**src/rtl/usb_rx_pkg.sv**
```systemverilog
// Shared types and default constants for the USB receive packet sequencer.
package usb_rx_pkg;

   typedef enum logic [2:0] {
      ST_IDLE,
      ST_SYNC,
      ST_RX_BYTE,
      ST_EOP1,
      ST_EOP2,
      ST_DONE,
      ST_ERR_WAIT
   } rx_ctrl_state_t;

   localparam logic [7:0] SYNC_BYTE_DEF = 8'h80;
   localparam int         STUFF_LEN_DEF = 6;
   localparam int         MAX_BYTES_DEF = 64;

endpackage

```
**src/rtl/rx_bit_shifter.sv**
```systemverilog
// LSB-first bit assembler with bit-stuff removal: tracks the run of 1s and
// flags the slot after STUFF_LEN ones as a stuff bit (must be 0).
module rx_bit_shifter #(
   parameter int STUFF_LEN = 6
) (
   input  logic       clk,
   input  logic       rst,
   input  logic       clr,
   input  logic       sample,
   input  logic       d_orig,
   output logic       bit_accept,
   output logic       byte_full,
   output logic       stuff_err,
   output logic [7:0] sr_next,
   output logic [2:0] bit_cnt
);

   localparam int OW = $clog2(STUFF_LEN + 1);

   logic [7:0]    sr_q, sr_d;
   logic [2:0]    bit_cnt_q, bit_cnt_d;
   logic [OW-1:0] ones_q, ones_d;
   logic          stuff_slot;

   always_comb begin
      stuff_slot = (ones_q == OW'(STUFF_LEN));
      bit_accept = sample & ~stuff_slot;
      stuff_err  = sample & stuff_slot & d_orig;
      byte_full  = bit_accept & (bit_cnt_q == 3'd7);
      sr_next    = {d_orig, sr_q[7:1]};
      bit_cnt    = bit_cnt_q;

      sr_d      = sr_q;
      bit_cnt_d = bit_cnt_q;
      ones_d    = ones_q;
      if (clr) begin
         sr_d      = '0;
         bit_cnt_d = '0;
         ones_d    = '0;
      end else if (sample) begin
         if (stuff_slot) begin
            // Stuffed 0 is dropped and restarts the run count.
            ones_d = '0;
         end else begin
            sr_d      = sr_next;
            bit_cnt_d = bit_cnt_q + 3'd1;
            ones_d    = d_orig ? ones_q + OW'(1) : '0;
         end
      end
   end

   always_ff @(posedge clk or posedge rst) begin
      if (rst) begin
         sr_q      <= '0;
         bit_cnt_q <= '0;
         ones_q    <= '0;
      end else begin
         sr_q      <= sr_d;
         bit_cnt_q <= bit_cnt_d;
         ones_q    <= ones_d;
      end
   end

endmodule

```
**src/rtl/rx_packet_ctrl.sv**
```systemverilog
// Receive-side packet sequencer: SYNC check, byte assembly, EOP validation
// and error hold-off until the bus returns to idle.
module rx_packet_ctrl
   import usb_rx_pkg::*;
#(
   parameter logic [7:0] SYNC_BYTE = SYNC_BYTE_DEF,
   parameter int         STUFF_LEN = STUFF_LEN_DEF,
   parameter int         MAX_BYTES = MAX_BYTES_DEF
) (
   input  logic       clk,
   input  logic       rst,
   input  logic       d_edge,
   input  logic       d_orig,
   input  logic       eop,
   input  logic       en_sample,
   output logic       timer_run,
   output logic       timer_clear,
   output logic       rcving,
   output logic [7:0] rx_data,
   output logic       byte_ready,
   output logic       pkt_done,
   output logic       r_error
);

   localparam int BW = $clog2(MAX_BYTES + 2);

   rx_ctrl_state_t state_q, state_d;
   logic [BW-1:0]  byte_cnt_q, byte_cnt_d;
   logic [7:0]     rx_data_q, rx_data_d;
   logic           timer_run_q, timer_run_d;
   logic           timer_clear_q, timer_clear_d;
   logic           rcving_q, rcving_d;
   logic           byte_ready_q, byte_ready_d;
   logic           pkt_done_q, pkt_done_d;
   logic           r_error_q, r_error_d;
   logic           seen_eop_q, seen_eop_d;

   logic       clr, sample;
   logic       bit_accept, byte_full, stuff_err;
   logic [7:0] sr_next;
   logic [2:0] bit_cnt;

   assign sample = en_sample & ~eop & ((state_q == ST_SYNC) | (state_q == ST_RX_BYTE));

   rx_bit_shifter #(.STUFF_LEN(STUFF_LEN)) u_shifter (
      .clk        (clk),
      .rst        (rst),
      .clr        (clr),
      .sample     (sample),
      .d_orig     (d_orig),
      .bit_accept (bit_accept),
      .byte_full  (byte_full),
      .stuff_err  (stuff_err),
      .sr_next    (sr_next),
      .bit_cnt    (bit_cnt)
   );

   always_comb begin
      state_d       = state_q;
      byte_cnt_d    = byte_cnt_q;
      rx_data_d     = rx_data_q;
      r_error_d     = r_error_q;
      seen_eop_d    = 1'b0;
      byte_ready_d  = 1'b0;
      timer_clear_d = 1'b0;
      clr           = 1'b0;

      case (state_q)
         ST_IDLE: begin
            if (d_edge) begin
               state_d       = ST_SYNC;
               timer_clear_d = 1'b1;
               r_error_d     = 1'b0;
               byte_cnt_d    = '0;
               clr           = 1'b1;
            end
         end
         ST_SYNC, ST_RX_BYTE: begin
            if (en_sample) begin
               if (eop) begin
                  state_d = (state_q == ST_RX_BYTE && bit_cnt == 3'd0) ? ST_EOP1 : ST_ERR_WAIT;
               end else if (stuff_err) begin
                  state_d = ST_ERR_WAIT;
               end else if (byte_full) begin
                  if (state_q == ST_SYNC) begin
                     state_d = (sr_next == SYNC_BYTE) ? ST_RX_BYTE : ST_ERR_WAIT;
                  end else if (byte_cnt_q == BW'(MAX_BYTES)) begin
                     state_d = ST_ERR_WAIT;
                  end else begin
                     byte_cnt_d   = byte_cnt_q + BW'(1);
                     rx_data_d    = sr_next;
                     byte_ready_d = 1'b1;
                  end
               end
            end
         end
         ST_EOP1: begin
            if (en_sample) state_d = eop ? ST_EOP2 : ST_ERR_WAIT;
         end
         ST_EOP2: begin
            if (en_sample) state_d = eop ? ST_ERR_WAIT : ST_DONE;
         end
         ST_DONE: state_d = ST_IDLE;
         ST_ERR_WAIT: begin
            // Wait for SE0 then J so we resynchronise on a fresh packet.
            seen_eop_d = seen_eop_q | eop;
            if (seen_eop_q && !eop) state_d = ST_IDLE;
         end
         default: state_d = ST_IDLE;
      endcase

      if (state_d == ST_ERR_WAIT) r_error_d = 1'b1;

      timer_run_d = (state_d == ST_SYNC) | (state_d == ST_RX_BYTE) |
                    (state_d == ST_EOP1) | (state_d == ST_EOP2);
      rcving_d    = timer_run_d;
      pkt_done_d  = (state_d == ST_DONE);
   end

   always_ff @(posedge clk or posedge rst) begin
      if (rst) begin
         state_q       <= ST_IDLE;
         byte_cnt_q    <= '0;
         rx_data_q     <= '0;
         timer_run_q   <= 1'b0;
         timer_clear_q <= 1'b0;
         rcving_q      <= 1'b0;
         byte_ready_q  <= 1'b0;
         pkt_done_q    <= 1'b0;
         r_error_q     <= 1'b0;
         seen_eop_q    <= 1'b0;
      end else begin
         state_q       <= state_d;
         byte_cnt_q    <= byte_cnt_d;
         rx_data_q     <= rx_data_d;
         timer_run_q   <= timer_run_d;
         timer_clear_q <= timer_clear_d;
         rcving_q      <= rcving_d;
         byte_ready_q  <= byte_ready_d;
         pkt_done_q    <= pkt_done_d;
         r_error_q     <= r_error_d;
         seen_eop_q    <= seen_eop_d;
      end
   end

   assign timer_run   = timer_run_q;
   assign timer_clear = timer_clear_q;
   assign rcving      = rcving_q;
   assign rx_data     = rx_data_q;
   assign byte_ready  = byte_ready_q;
   assign pkt_done    = pkt_done_q;
   assign r_error     = r_error_q;

endmodule

```
**config.mk**
```make
export PLATFORM = sky130hd
export DESIGN_NAME = rx_packet_ctrl
export DESIGN_NICKNAME = d
export VERILOG_FILES = /design/src/rtl/usb_rx_pkg.sv /design/src/rtl/rx_bit_shifter.sv /design/src/rtl/rx_packet_ctrl.sv
export SDC_FILE = /design/constraint.sdc
export NUM_CORES = 1
export LEC_CHECK = 0
export CAP_MARGIN = 20
export CORE_MARGIN = 1.5
export CORE_UTILIZATION = 30
export CTS_BUF_LIST = sky130_fd_sc_hd__clkbuf_8
export DETAILED_ROUTE_END_ITERATION = 6
export PLACE_DENSITY = 0.54
export SLEW_MARGIN = 5
export SYNTH_ARGS = -nofsm -noshare
export SYNTH_HDL_FRONTEND = slang
export SYNTH_SLANG_ARGS = --single-unit
export TNS_END_PERCENT = 10
```
**constraint.sdc**
```tcl
create_clock -name clk -period 2.5 [get_ports clk]
set_input_delay 0.625 -clock clk [delete_from_list [all_inputs] [get_ports clk]]
set_output_delay 0.625 -clock clk [all_outputs]
set_load 0.05 [all_outputs]
```
# Yosys cells after proc, flatten, opt, wreduce, memory -nomap -nowiden
# Index checks and enable logic that the tools add are counted.
totals:
  register_bits: 38
  in_bits: 6
  output_inout_bits: 14
  wordCells: 114
op_classes:
  addsub: 3
  n_eq_ne: 23
  mux: 46
  bitwise: 16
  reduce_logical: 14
ops:
  columns: ["cell", "count"]
  rows:
  - ["3-bit two-way mux", 19]
  - ["7-bit two-way mux", 7]
  - ["8-bit two-way mux", 3]
  - ["3-bit equality test (second input constant)", 7]
  - ["2-bit inequality test (second input constant)", 8]
  - ["3-bit case mux with 5 select lines", 1]
  - ["7-bit case mux with 2 select lines", 1]
  - ["1-bit two-way mux", 13]
  - ["3-bit by 2-bit equality test with 1-bit output (second input constant)", 4]
  - ["8-bit equality test (second input constant)", 1]
  - ["8-bit AND reduction", 1]
  - ["2-bit nonzero test", 4]
  - ["7-bit by 1-bit adder with 7-bit output (second input constant)", 1]
  - ["7-bit equality test (second input constant)", 1]
  - ["7-bit AND reduction", 1]
  - ["3-bit by 1-bit adder with 3-bit output (second input constant)", 2]
  - ["1-bit bitwise AND", 6]
  - ["3-bit by 1-bit equality test with 1-bit output (second input constant)", 2]
  - ["3-bit logical NOT", 2]
  - ["1-bit NOT", 5]
  - ["1-bit OR", 5]
  - ["2-bit two-way mux", 2]
  - ["2-bit AND reduction", 2]
  - ["1-bit logical AND", 2]
  - ["other kinds (2)", 2]

# Logic depth before layout (Yosys ltp)
depth:
  ltp_word: 14
  depth_mapped: 8
  depth_no_buf: 8

# Modules after synthesis
# Synthesis repeated with hierarchy kept, for this count alone.
unflattened:
  hier_cells: 202
  area_unflattened_um2: 2083.2
modules_own_cells:
  columns: ["module", "n_inst", "cells_per_inst", "area_each_um2", "seq_area_each_um2"]
  rows:
  - ["rx_packet_ctrl", 1, 133, 1396.3, 600.6]
  - ["rx_bit_shifter", 1, 69, 686.9, 325.3]

# Worst setup path before layout
# Ideal clock, no wire load.
synth_path:
  path_type: "input port to flip-flop"
  from: "in eop"
  to: "reg rx_data_q[0], in the netlist rx_data[0]"
  setup_ns: 0.125
  t_arrival_ns: 1.796
  t_required_ns: 2.375
  slack_ns: 0.579
  path_stages: 5
  path_buffers: 1
  path_cell_list: "and4bb_2 -> a311oi_1 -> nand3_1 -> buf_4 -> mux2_4"
synth_between:
  elab_chain_cells: 7
  elab_cells_between_ends: 9
  cone_classes: "bitwise (8); reduce/logical (1)"
synth_lines:
  columns: ["element", "line_no", "text"]
  rows:
  - ["start, declared", "rx_packet_ctrl.sv:14", "input logic eop,"]
  - ["1-bit NOT (no source line) *", null, null]
  - ["1-bit bitwise AND (2 in a row)", "rx_packet_ctrl.sv:43", "assign sample = en_sample & ~eop & ((state_q == ST_SYNC) | (state_q == ST_RX_BYTE));"]
  - ["1-bit bitwise AND (2 in a row)", "rx_bit_shifter.sv:28", "stuff_err = sample & stuff_slot & d_orig;"]
  - ["1-bit NOT (no source line)", null, null]
  - ["7-bit AND reduction (no source line) *", null, null]
  - ["end signal, assigned", "rx_packet_ctrl.sv:135", "rx_data_q <= rx_data_d;"]
  - ["end, declared", "rx_packet_ctrl.sv:29", "logic [7:0] rx_data_q, rx_data_d;"]
# Every way passes the cells marked *; elsewhere a longest branch is shown, timed or not.
# A chain may end at the register's enable or synchronous reset.

# Worst setup path after layout
layout_path:
  from: "in en_sample"
  to: "reg rx_data_q[3], in the netlist rx_data[3]"
layout_between:
  elab_chain_cells: 6
  elab_cells_between_ends: 8
  cone_classes: "bitwise (7); reduce/logical (1)"
layout_lines:
  columns: ["element", "line_no", "text"]
  rows:
  - ["start, declared", "rx_packet_ctrl.sv:15", "input logic en_sample,"]
  - ["1-bit bitwise AND (2 in a row)", "rx_packet_ctrl.sv:43", null]
  - ["1-bit bitwise AND (2 in a row)", "rx_bit_shifter.sv:28", null]
  - ["1-bit NOT (no source line)", null, null]
  - ["7-bit AND reduction (no source line) *", null, null]
# Marks and branches as above.

==> metrics.md <==
| Metric | Value |
|---|---|
| Die X | between 80 and 90 microns |
| Synthesized instance count | 189 |
| Antenna Violating Nets Remaining | 0 |
| Maximum clock rate | 0.453 GHz |
| Largest net degree at the start of global routing | 38 |
| Avg WL per Cell | 13.6 microns |
| Reg2reg start | state_q[0]$_DFF_PP0_ |
| Syn nets | ~200 |
| Total grt overflow | 0 |
| Drt first-iter violations | 65 |
| Antenna diodes | 0 |
| Flop and latch count out of synthesis | 37 |
| TNS Setup | 0 ps |
| CP Class | in -> reg |
| CTS Buf Count | 5 |
| Status | completed |
| Share of cells above drive strength 1 | 16.5% |
| Port bufs | 19 |
| Crit Path Max Fanout | 11 |
| Worst endpoint data arrival time | ~2400 ps |
| Slowest Stage Delay on Critical Path | approximately 530 ps |
| Critical Path End | rx_data[3]$_DFFE_PP0P_ |
| Compound-Gate Fraction of Synth Area | 13.9% |
| Clock tree sinks | 37 |
| Multi-input logic area | 917 sq um |
| Post_cts resized | 0 |
| Vias in the first global route | about 1500 |
| Worst slew pin tran | around 500 ps |
| CP Launch Type | primary input |
| Worst Hold Class | reg -> reg |
| PD cells | ~950 nW/um^2 |
| Final Core Density | 38.0% |
| Largest family of logic cells by synthesized area | simple AND/OR/NAND/NOR gates |
| Die Y | between 80 and 90 microns |
| Fill cell count | 622 |
| Drc violations | 0 |
| Post-synthesis simple-gate area fraction | around a fifth |
| Syn Area/Cell | 10.2 sq um |
| XOR/XNOR Fraction of Synth Area | 4.46% |
| Core Box Area | 6280 sq um |
| CP top delay family | buffers and inverters |
| Top FF cell, synth | dfrtp_1 |
| Cell Rows | 29 |
| Worst hold margin | 494 ps |
| Vias | 1461 |
| Fraction of synthesized area in multiplexers | 5.24% |
| Clock latency on the worst-skew pair | slightly below 300 ps |
| Post-CTS Hold Buffers | 0 |
| Die Area | between 6000 and 7000 sq um |
| Setup Viol. Count Final | 0 |
| Fin. Hold Viols | 0 |
| Synth cell types | 47 |
| First-pass GRT wire length | 6.84 mm |
| Max Cap Viol | 0 |
| Synthesis-to-layout area growth | 23.3% |
| CP Capture Type | flop |
| Total power | 0.00226 W |
| Final Wtd Congestion | between 0.7 and 0.8 |
| Htree depth | 2 |
| Cell at the slowest stage of the critical path | clkdlybuf4s50_1 |
| Pleak | 1.08 nW |
| TritonCTS clock tree | yes |
| Ys Warns | 0 |
| Ports | 20 |
| Clock Tree Buf Depth | 2 |
| CP required | 2680 ps |
| Post-Route WL | approximately 4.0 mm |
| Postcts setup bufs | 0 |
| Post-Syn Area | 1940 sq um |
| Register area share after synthesis | 47.8% |
| R2R Setup Slk | 390 ps |
| RSZ-0062 raised after global routing | no |
| Sequential cell area | 926 sq um |
| Peak VDD IR | 0.615 mV |
| Post-synth ARST share | 100% |
| Adder-cell share of the synthesized area | between 4 and 5% |
| Final period util | 88.2% |
| Starting Density | between 30% and 40% |
| CTS root buf | clkbuf_8 |
| Max-slew violations | 0 |
| Period minus WS final | about 2200 ps |
| CP Cell Sequence | clkdlybuf4s50_1 > nor2b_1 > nand2_2 > nor3_4 > nand3_1 > buf_4 > mux2_4 |
| Pre-antenna DRT Iters | 4 |
| Bufs and invs on worst path | 2 |
| Number of synthesized flops with an enable pin | 0 |
| Worst-path clk slew | around 70 ps |
| Number of cells on the critical path | 7 |
| Worst Skew | 5.00 ps |
| Fin area | 2390 sq um |
| Vias per std cell | 4.95 |
| Critical path origin | en_sample |
| Final Net Count | between 200 and 250 |
| R2r endpoint | rx_data[3]$_DFFE_PP0P_ |
| GRT Overall Usage | 12.4% |
| Placed inst area | 2250 sq um |
| Post-DP HPWL | 2.91 mm |
| Relative slew slack | around 67% |
| Initial antenna violation count | 0 |
| R2R cell count | 6 |
[worst register-to-register path: cells and delay by family, from the launching register on]
family / cells / cell delay, ps
buffers and inverters: 1 / 210
DFF: 1 / 620
and+or+nand+nor: 3 / 540
muxes: 1 / 310
xor gates and xnor gates: 1 / 340
[per-stage QoR]
step                setup slack [ps]  cells
floorplan                        579    189
global placement               -9.01    287
detailed placement             -22.4    287
CTS                              285    295
global route                     147    295
finish                           294    295
[synthesized netlist by cell type (2+ instances only)]
cell | n | area (sq um)
dfrtp_1 | 37 | 926
nand2_1 | 19 | 71.3
nor2_1 | 14 | 52.6
inv_1 | 11 | 41.3
o21ai_0 | 11 | 55.1
nand3_1 | 9 | 45.0
a21oi_1 | 8 | 40.0
ha_1 | 7 | 87.6
mux2_4 | 6 | 90.1
a311oi_1 | 5 | 43.8
buf_2 | 5 | 25.0
xor2_1 | 5 | 43.8
nand4_1 | 4 | 25.0
buf_4 | 3 | 22.5
nor3_1 | 3 | 15.0
xnor2_1 | 3 | 26.3
a21o_1 | 2 | 15.0
a31o_2 | 2 | 17.5
a31oi_1 | 2 | 12.5
and2_1 | 2 | 12.5
nand3b_1 | 2 | 15.0
nand4b_1 | 2 | 17.5
o211ai_1 | 2 | 15.0
or2_2 | 2 | 12.5
[flip-flops by register name, indices dropped and copies added, names as in the netlist, 3 cells and up]
name and flops:
rx_data 8, byte_cnt_q 7, u_shifter.sr_q 7, state_q 3
u_shifter.bit_cnt 3, u_shifter.ones_q 3
[logic make-up (layout without fill, tap and decap cells)]
| logic type | count (synthesis) | in the layout |
|---|---|---|
| and+or+nand+nor | 69 | 69 |
| AOI/OAI and AO/OA | 40 | 40 |
| DFF | 37 | 37 |
| buffers and inverters | 20 | 49 |
| xor gates and xnor gates | 9 | 9 |
| adders and majority gates | 7 | 7 |
| muxes | 7 | 7 |
[how the worst min path moves through the flow]
| stage | startpoint | to | slack, ps | cells past startpoint |
|---|---|---|---|---|
| detailed placement | rx_data[1]$_DFFE_PP0P_ | rx_data[1]$_DFFE_PP0P_ | 480 | 2 |
| global placement | rx_data[1]$_DFFE_PP0P_ | rx_data[1]$_DFFE_PP0P_ | 470 | 2 |
| global route | rx_data[1]$_DFFE_PP0P_ | rx_data[1]$_DFFE_PP0P_ | 530 | 2 |
| finish | rx_data[1]$_DFFE_PP0P_ | rx_data[1]$_DFFE_PP0P_ | 490 | 2 |
| CTS | rx_data[1]$_DFFE_PP0P_ | rx_data[1]$_DFFE_PP0P_ | 500 | 2 |
| floorplan | u_shifter.ones_q[2]$_DFFE_PP0P_ | u_shifter.ones_q[2]$_DFFE_PP0P_ | 480 | 1 |
[placed cells by master (no fill, tap or decap), types with 6 or more instances in the layout]
cell / netlist / layout
dfrtp_1: 37 / 37
nand2_1: 19 / 19
clkdlybuf4s50_1: 0 / 19
a21oi_1: 8 / 8
o21ai_0: 11 / 11
ha_1: 7 / 7
nand3_1: 9 / 9
buf_4: 3 / 11
mux2_4: 6 / 6
inv_1: 11 / 11
nor2_1: 14 / 14
[layout make-up]
| cell class | instances | share of cell area (%) |
|---|---|---|
| clock inverters | 3 | 2.73 |
| well taps | 77 | 4.04 |
| clock buffers | 5 | 2.88 |
| repair buffers | 30 | 11.4 |
| multi-input cells | 132 | 38.4 |
| flip-flops and latches | 37 | 38.8 |
| inverters | 11 | 1.73 |
[metal layers]
metal | vias to the layer above | global-route usage, % | share of wire (%)
li1 | 725 | - | -
met4 | 0 | 4.24 | 1.3
met5 | - | 0 | 0
met2 | 30 | 19.2 | 46
met3 | 4 | 3.98 | 3.9
met1 | 702 | 16.3 | 49
[where the power goes]
group          switching, W  total, W  internal [W]
clock network      0.000217  0.000613      0.000396
logic              0.000470  0.000795      0.000325
registers          0.000147  0.000850      0.000704
Power figures use the tool's default switching activity.
